**src/rtl/main_decoder_pkg.sv**
```systemverilog
// Shared definitions for the RV32 main decoder: opcode constants, control
// field encodings and the packed control word carried from table to register.
package main_decoder_pkg;

    localparam logic [6:0] OP_R_TYPE = 7'b0110011;
    localparam logic [6:0] OP_I_ALU  = 7'b0010011;
    localparam logic [6:0] OP_LW     = 7'b0000011;
    localparam logic [6:0] OP_SW     = 7'b0100011;
    localparam logic [6:0] OP_BEQ    = 7'b1100011;
    localparam logic [6:0] OP_JAL    = 7'b1101111;
    localparam logic [6:0] OP_JALR   = 7'b1100111;
    localparam logic [6:0] OP_LUI    = 7'b0110111;

    typedef enum logic [1:0] {
        RES_ALU  = 2'b00,
        RES_MEM  = 2'b01,
        RES_PC4  = 2'b10,
        RES_UIMM = 2'b11
    } result_src_e;

    typedef enum logic [1:0] {
        IMM_I = 2'b00,
        IMM_S = 2'b01,
        IMM_B = 2'b10,
        IMM_J = 2'b11
    } imm_src_e;

    typedef enum logic [1:0] {
        ALU_ADD   = 2'b00,
        ALU_SUB   = 2'b01,
        ALU_FUNCT = 2'b10
    } alu_op_e;

    // Field order matches the conventional control-word listing, MSB first.
    typedef struct packed {
        logic        reg_write;
        imm_src_e    imm_src;
        logic        alu_src;
        logic        mem_write;
        result_src_e result_src;
        logic        branch;
        alu_op_e     alu_op;
        logic        jump;
        logic        illegal;
    } ctrl_t;

endpackage

```
**src/rtl/main_decoder_comb.sv**
```systemverilog
// Combinational opcode-to-control-word table; unknown opcodes decode to an
// all-zero word with only the illegal flag raised.
module main_decoder_comb
    import main_decoder_pkg::*;
(
    input  logic [6:0] op_i,
    output ctrl_t      ctrl_o
);

    always_comb begin
        // NOTE: the default assignment ahead of the case gives every output a
        // value on every path, so no latch can be inferred.
        ctrl_o         = '0;
        ctrl_o.illegal = 1'b1;
        case (op_i)
            OP_R_TYPE: begin
                ctrl_o.illegal   = 1'b0;
                ctrl_o.reg_write = 1'b1;
                ctrl_o.alu_op    = ALU_FUNCT;
            end
            OP_I_ALU: begin
                ctrl_o.illegal   = 1'b0;
                ctrl_o.reg_write = 1'b1;
                ctrl_o.alu_src   = 1'b1;
                ctrl_o.alu_op    = ALU_FUNCT;
            end
            OP_LW: begin
                ctrl_o.illegal    = 1'b0;
                ctrl_o.reg_write  = 1'b1;
                ctrl_o.alu_src    = 1'b1;
                ctrl_o.result_src = RES_MEM;
            end
            OP_SW: begin
                ctrl_o.illegal   = 1'b0;
                ctrl_o.imm_src   = IMM_S;
                ctrl_o.alu_src   = 1'b1;
                ctrl_o.mem_write = 1'b1;
            end
            OP_BEQ: begin
                ctrl_o.illegal = 1'b0;
                ctrl_o.imm_src = IMM_B;
                ctrl_o.branch  = 1'b1;
                ctrl_o.alu_op  = ALU_SUB;
            end
            OP_JAL: begin
                ctrl_o.illegal    = 1'b0;
                ctrl_o.reg_write  = 1'b1;
                ctrl_o.imm_src    = IMM_J;
                ctrl_o.result_src = RES_PC4;
                ctrl_o.jump       = 1'b1;
            end
            OP_JALR: begin
                // Target is rs1 + I-immediate, computed by the ALU as an add.
                ctrl_o.illegal    = 1'b0;
                ctrl_o.reg_write  = 1'b1;
                ctrl_o.alu_src    = 1'b1;
                ctrl_o.result_src = RES_PC4;
                ctrl_o.jump       = 1'b1;
            end
            OP_LUI: begin
                ctrl_o.illegal    = 1'b0;
                ctrl_o.reg_write  = 1'b1;
                ctrl_o.alu_src    = 1'b1;
                ctrl_o.result_src = RES_UIMM;
            end
            default: begin
                ctrl_o         = '0;
                ctrl_o.illegal = 1'b1;
            end
        endcase
    end

endmodule

```
**src/rtl/main_decoder.sv**
```systemverilog
// Registered RV32 main decoder: one-cycle latency from op to control outputs,
// synchronous active-low reset clears the whole word including Illegal.
module main_decoder
    import main_decoder_pkg::*;
(
    input  logic       clk,
    input  logic       rst,
    input  logic [6:0] op,
    output logic [1:0] ResultSrc,
    output logic       MemWrite,
    output logic       Branch,
    output logic       ALUSrc,
    output logic       RegWrite,
    output logic       Jump,
    output logic [1:0] ImmSrc,
    output logic [1:0] ALUop,
    output logic       Illegal
);

    ctrl_t ctrl_d;
    ctrl_t ctrl_q;

    main_decoder_comb u_comb (
        .op_i   (op),
        .ctrl_o (ctrl_d)
    );

    always_ff @(posedge clk) begin
        // NOTE: state uses non-blocking assignment; reset is only sampled at
        // the clock edge and overrides the decode, so no partial word survives.
        if (!rst) begin
            ctrl_q <= '0;
        end else begin
            ctrl_q <= ctrl_d;
        end
    end

    assign RegWrite  = ctrl_q.reg_write;
    assign ImmSrc    = ctrl_q.imm_src;
    assign ALUSrc    = ctrl_q.alu_src;
    assign MemWrite  = ctrl_q.mem_write;
    assign ResultSrc = ctrl_q.result_src;
    assign Branch    = ctrl_q.branch;
    assign ALUop     = ctrl_q.alu_op;
    assign Jump      = ctrl_q.jump;
    assign Illegal   = ctrl_q.illegal;

endmodule

```
**config.mk**
```make
export PLATFORM = sky130hd
export DESIGN_NAME = main_decoder
export DESIGN_NICKNAME = d
export VERILOG_FILES = /design/src/rtl/main_decoder_pkg.sv /design/src/rtl/main_decoder_comb.sv /design/src/rtl/main_decoder.sv
export SDC_FILE = /design/constraint.sdc
export NUM_CORES = 1
export LEC_CHECK = 0
export CORE_MARGIN = 3
export CORE_UTILIZATION = 26
export DETAILED_ROUTE_END_ITERATION = 6
export HOLD_SLACK_MARGIN = 0.05
export SLEW_MARGIN = 40
export SYNTH_ARGS = -nofsm -noshare
export SYNTH_HDL_FRONTEND = slang
export SYNTH_SLANG_ARGS = --single-unit
```
**constraint.sdc**
```tcl
create_clock -name clk -period 1.63 [get_ports clk]
set_clock_uncertainty 0.05 [all_clocks]
set_input_delay 0.326 -clock clk [delete_from_list [all_inputs] [get_ports clk]]
set_output_delay 0.326 -clock clk [all_outputs]
set_load 0.005 [all_outputs]
```
After elaboration in Yosys (flattened, before gate mapping)
Cells that the tools add are included.

Flip-flop bits (word level): 12. Input port bits: 9. Output and inout bits: 12. Word-level logic and storage cells: 31.

Eq/ne operators: 8. Multiplexer cells: 9. Reductions and logical operators: 5.

Operators with widths (count): equality test 7 x 6 -> 1 bit, second input constant (3); equality test 7 bit, second input constant (3); one-hot mux 2 bit (3 select lines) (2); OR reduction 8 bit (1); equality test 7 x 2 -> 1 bit, second input constant (1); equality test 7 x 5 -> 1 bit, second input constant (1); 2-to-1 mux 1 bit (6); OR reduction 6 bit (1); OR reduction 5 bit (1); one-hot mux 2 bit (2 select lines) (1); OR reduction 2 bit (2).

Longest topological paths before layout
Depth after elaboration: 3. Mapped depth: 4. Mapped depth without buffers: 3.

Hierarchy
A second synthesis with hierarchy kept.

Cells, all modules: 66. Area total of the unflattened synthesis: 560.5 µm².

By module, submodules not included: main_decoder (times used 1, cells each 25, area an instance 336.6 µm², sequential area each 240.2 µm²); main_decoder_comb (times used 1, cells each 41, area an instance 224.0 µm², sequential area each 0.0 µm²).

Worst setup path after synthesis
No wires, ideal clock.

Path kind: in2reg. Start point: input op[4]. End point: register ctrl_q, in the netlist ResultSrc[0]. Library setup time: 103 ps. Arrival time: 1142 ps. Required time: 1477 ps. Path slack: 334 ps. Stages on the path: 3. Buffers on the path: 1. Cells stage by stage: buf_2 > or3_1 > a2111oi_2.

Cells in the longest elaborated chain, start to end: 3. Elaborated cells on any way between the ends: 6. Classes of those cells: eq/ne: 4; mux: 1; reduce/logical: 1.

RTL lines: start: declaration (RTL line main_decoder.sv:8) `input logic [6:0] op,`; equality test 7 bit (RTL line main_decoder_comb.sv:15) `case (op_i)`; OR reduction 2 bit (no line); one-hot mux 2 bit (3 select lines) * (RTL line main_decoder_comb.sv:15); end signal: assignment (RTL line main_decoder.sv:34) `ctrl_q <= ctrl_d;`; end: declaration (RTL line main_decoder.sv:21) `ctrl_t ctrl_q;`.

Mark *: on every way between the ends. The rest lies on a longest branch, timed or not. A chain may end at the register's enable or synchronous reset.

Worst setup path in the final report
Start point: input op[2]. End point: register ctrl_q, in the netlist Illegal.

Cells in the longest elaborated chain, start to end: 3. Elaborated cells on any way between the ends: 10. Classes of those cells: eq/ne: 8; mux: 1; reduce/logical: 1.

RTL lines (RTL line): equality test 7 x 6 -> 1 bit, or another cell as far along (main_decoder_comb.sv:15); OR reduction 8 bit (no line) *; 2-to-1 mux 1 bit * (main_decoder_comb.sv:15).

Marks and branches as above.

==> metrics <==
outcome completed; clock transition at the registers of the reported paths 0.06 ns; area share of the largest cell type after synthesis between 40% and 50%; Max-slew headroom 73.5%; Num CTS Buffers 3; CP delay by family, top buffers and inverters; Post-DRT Antenna Nets 0; hold path startpoint rst; pin count of the biggest net entering global routing 7; final wirelength 1.06 mm; Buf+Inv Stages, Crit Path 2; # Max-Cap Violations 0; fin. max-slew vios 0; # diodes 0; I/O Pins 21; drt pass-1 iters 4; sw power 0.000129 W; Slowest-stage cell, CP clkdlybuf4s50_1; total track usage ~10%; #FFs+latches synth 11; mean post-synth cell area around 9.5 um2; fill count about 160; leading post-synthesis cells by cell area dfxtp_1 46%, a2111oi_4 5.8%, nor3_1 4.2%; remaining global-route overflow 0; RSZ-0062 raised after global routing false; Peak VDD IR 0.266 mV; first-pass GRT wire length 1.78 mm; Hold Vio Cnt, Final 0; Num Clock Sinks 11; die area 2380 um2; Final Util 50.2%; # setup viols final 0; Int Pwr 0.000425 W; # port buffers 20; vias in the first global route 417; Inst Count DP 104; Post-CTS Setup Bufs 0; crit path launch type primary input; Hold Path Stages 2; Power per Cell Area between 600 and 700 nW/um2; highest-count cells in the layout ignoring fill and taps 20 x clkdlybuf4s50_1, 14 x buf_4, 11 x dfxtp_1; Crit Path Max Fanout 6; area of the core between 1500 and 2000 um2; Synth Instances 50; H-tree Lvls 1; Vias/cell 4.33; layout cell share with drive strength beyond 1 between 20% and 30%; CP Data Arrival Time 1.60 ns; Syn-to-layout area delta 70.0%; worst-margin pin slew ~0.39 ns; die span in y ~49 um; Initial Utilization approximately 30%; Pleak 0.305 nW; WL/cell 9.82 um; HP Class in -> reg; most common cell after layout, fill and taps aside clkdlybuf4s50_1; worst path cell trace clkdlybuf4s50_1 > buf_4 > or2_2 > o31ai_1 > nor3_1; DRT iter0 DRCs 6; HPWL after DPL approximately 840 um; Hold EP RegWrite$_SDFF_PN0_; sequential fraction of the synthesis area 46.3%; CTS resizes 0; # rows 14; period utilization 92.3%; DR DRC count 0; crit path capture type flip-flop; Sw Ratio 23.3%; max incr delay on CP 0.50 ns; CTS tree done; Flop pwr share 49.2%; WS Path Type in -> reg; Post-Syn Area 475 um2; Critical Path RT around 1.7 ns; combinational share of power 18.0%; post-synthesis cell type count 24; Post-Layout Cell Count 108; initial antenna violation count 0; CTS Buffer Depth 2; syn_nets between 50 and 60; Fmax 665 MHz; Syn. warnings 0; CTS Hold Buffers Added 0; clk root buf clkbuf_4; post-synth top area cell dfxtp_1; Final #Nets 94; vias 468; crit path time final 1.50 ns; Clk pwr share about 33%; Die Wd 48.8 um; routability cong. 0.800
## metal layers
layer	part of all wire (%)	vias up	wire [um]	global-route usage, %
li1	-	243	-	-
met1	50	201	532	12.6
met2	40	19	424	13.1
met3	5.7	5	61	2.76
met4	4.1	0	43	9.95
met5	0	-	0	0
## how the worst max path moves through the flow
stage                                   start                 endpoint  slack, ns  depth (start not counted)
after floorplan                         op[4]  ResultSrc[0]$_SDFF_PN0_       0.33                          3
after global placement                  op[2]       Illegal$_SDFF_PN0_      -0.10                          4
after detailed placement                op[2]       Illegal$_SDFF_PN0_      -0.13                          5
after CTS                 ALUop[0]$_SDFF_PN0_                   Branch       0.15                          1
after global routing      ALUop[0]$_SDFF_PN0_                 ALUop[0]        0.1                          1
final                                   op[2]       Illegal$_SDFF_PN0_       0.13                          5
## power groups by stage
stage | combinational (W) | clock [W] | sequential, W
after CTS | 0.0000999 | 0.000188 | 0.000273
after global routing | 0.000108 | 0.000206 | 0.000273
after global placement | 0.0000990 | 0 | 0.000279
final | 0.0000997 | 0.000182 | 0.000273
after detailed placement | 0.0000994 | 0 | 0.000279
after floorplan | 0.0000403 | 0 | 0.000280
## stage by stage
step / setup WS [ns] / power (W) / cell area (um2) / hold slack, ns / setup TNS (ns)
floorplan: 0.334 / 0.000320 / 475 / 0.355 / 0
global placement: -0.104 / 0.000378 / 782 / 0.891 / -0.419
detailed placement: -0.128 / 0.000379 / 782 / 0.886 / -0.459
CTS: 0.150 / 0.000560 / 808 / 0.605 / 0
global route: 0.0977 / 0.000588 / 808 / 0.622 / 0
finish: 0.126 / 0.000554 / 808 / 0.622 / 0
## cell type report
type,instances,area [um2],area share (%)
flip-flops and latches,11,220,27.2
well taps,24,30.0,3.72
repair buffers,34,305,37.8
clock buffers,4,26.3,3.25
multi-input cells,32,215,26.6
inverters,3,11.3,1.39
## synthesized netlist by cell type, drive strengths merged
cell type	instances
dfxtp	11
buf	4
nand2	4
nor3	4
inv	3
nand3	3
nor2	3
or3	3
a2111oi	2
a21oi	2
nor4	2
or2	2
a211oi	1
a2bb2oi	1
nand2b	1
nor3b	1
o21a	1
o31ai	1
xnor2	1
## kinds of logic after synthesis
logic type      share of synthesized area [%]
xor+xnor                                 1.84
compound gates                           17.6
simple gates                             25.8
buf+inv                                  8.42
flops                                    46.3
## flip-flops by register name, summed over array words and instances (netlist names)
signal     flops
ALUop          2
ImmSrc         2
ResultSrc      2
ALUSrc         1
Illegal        1
Jump           1
MemWrite       1
RegWrite       1
Power figures use the tool's default switching activity.
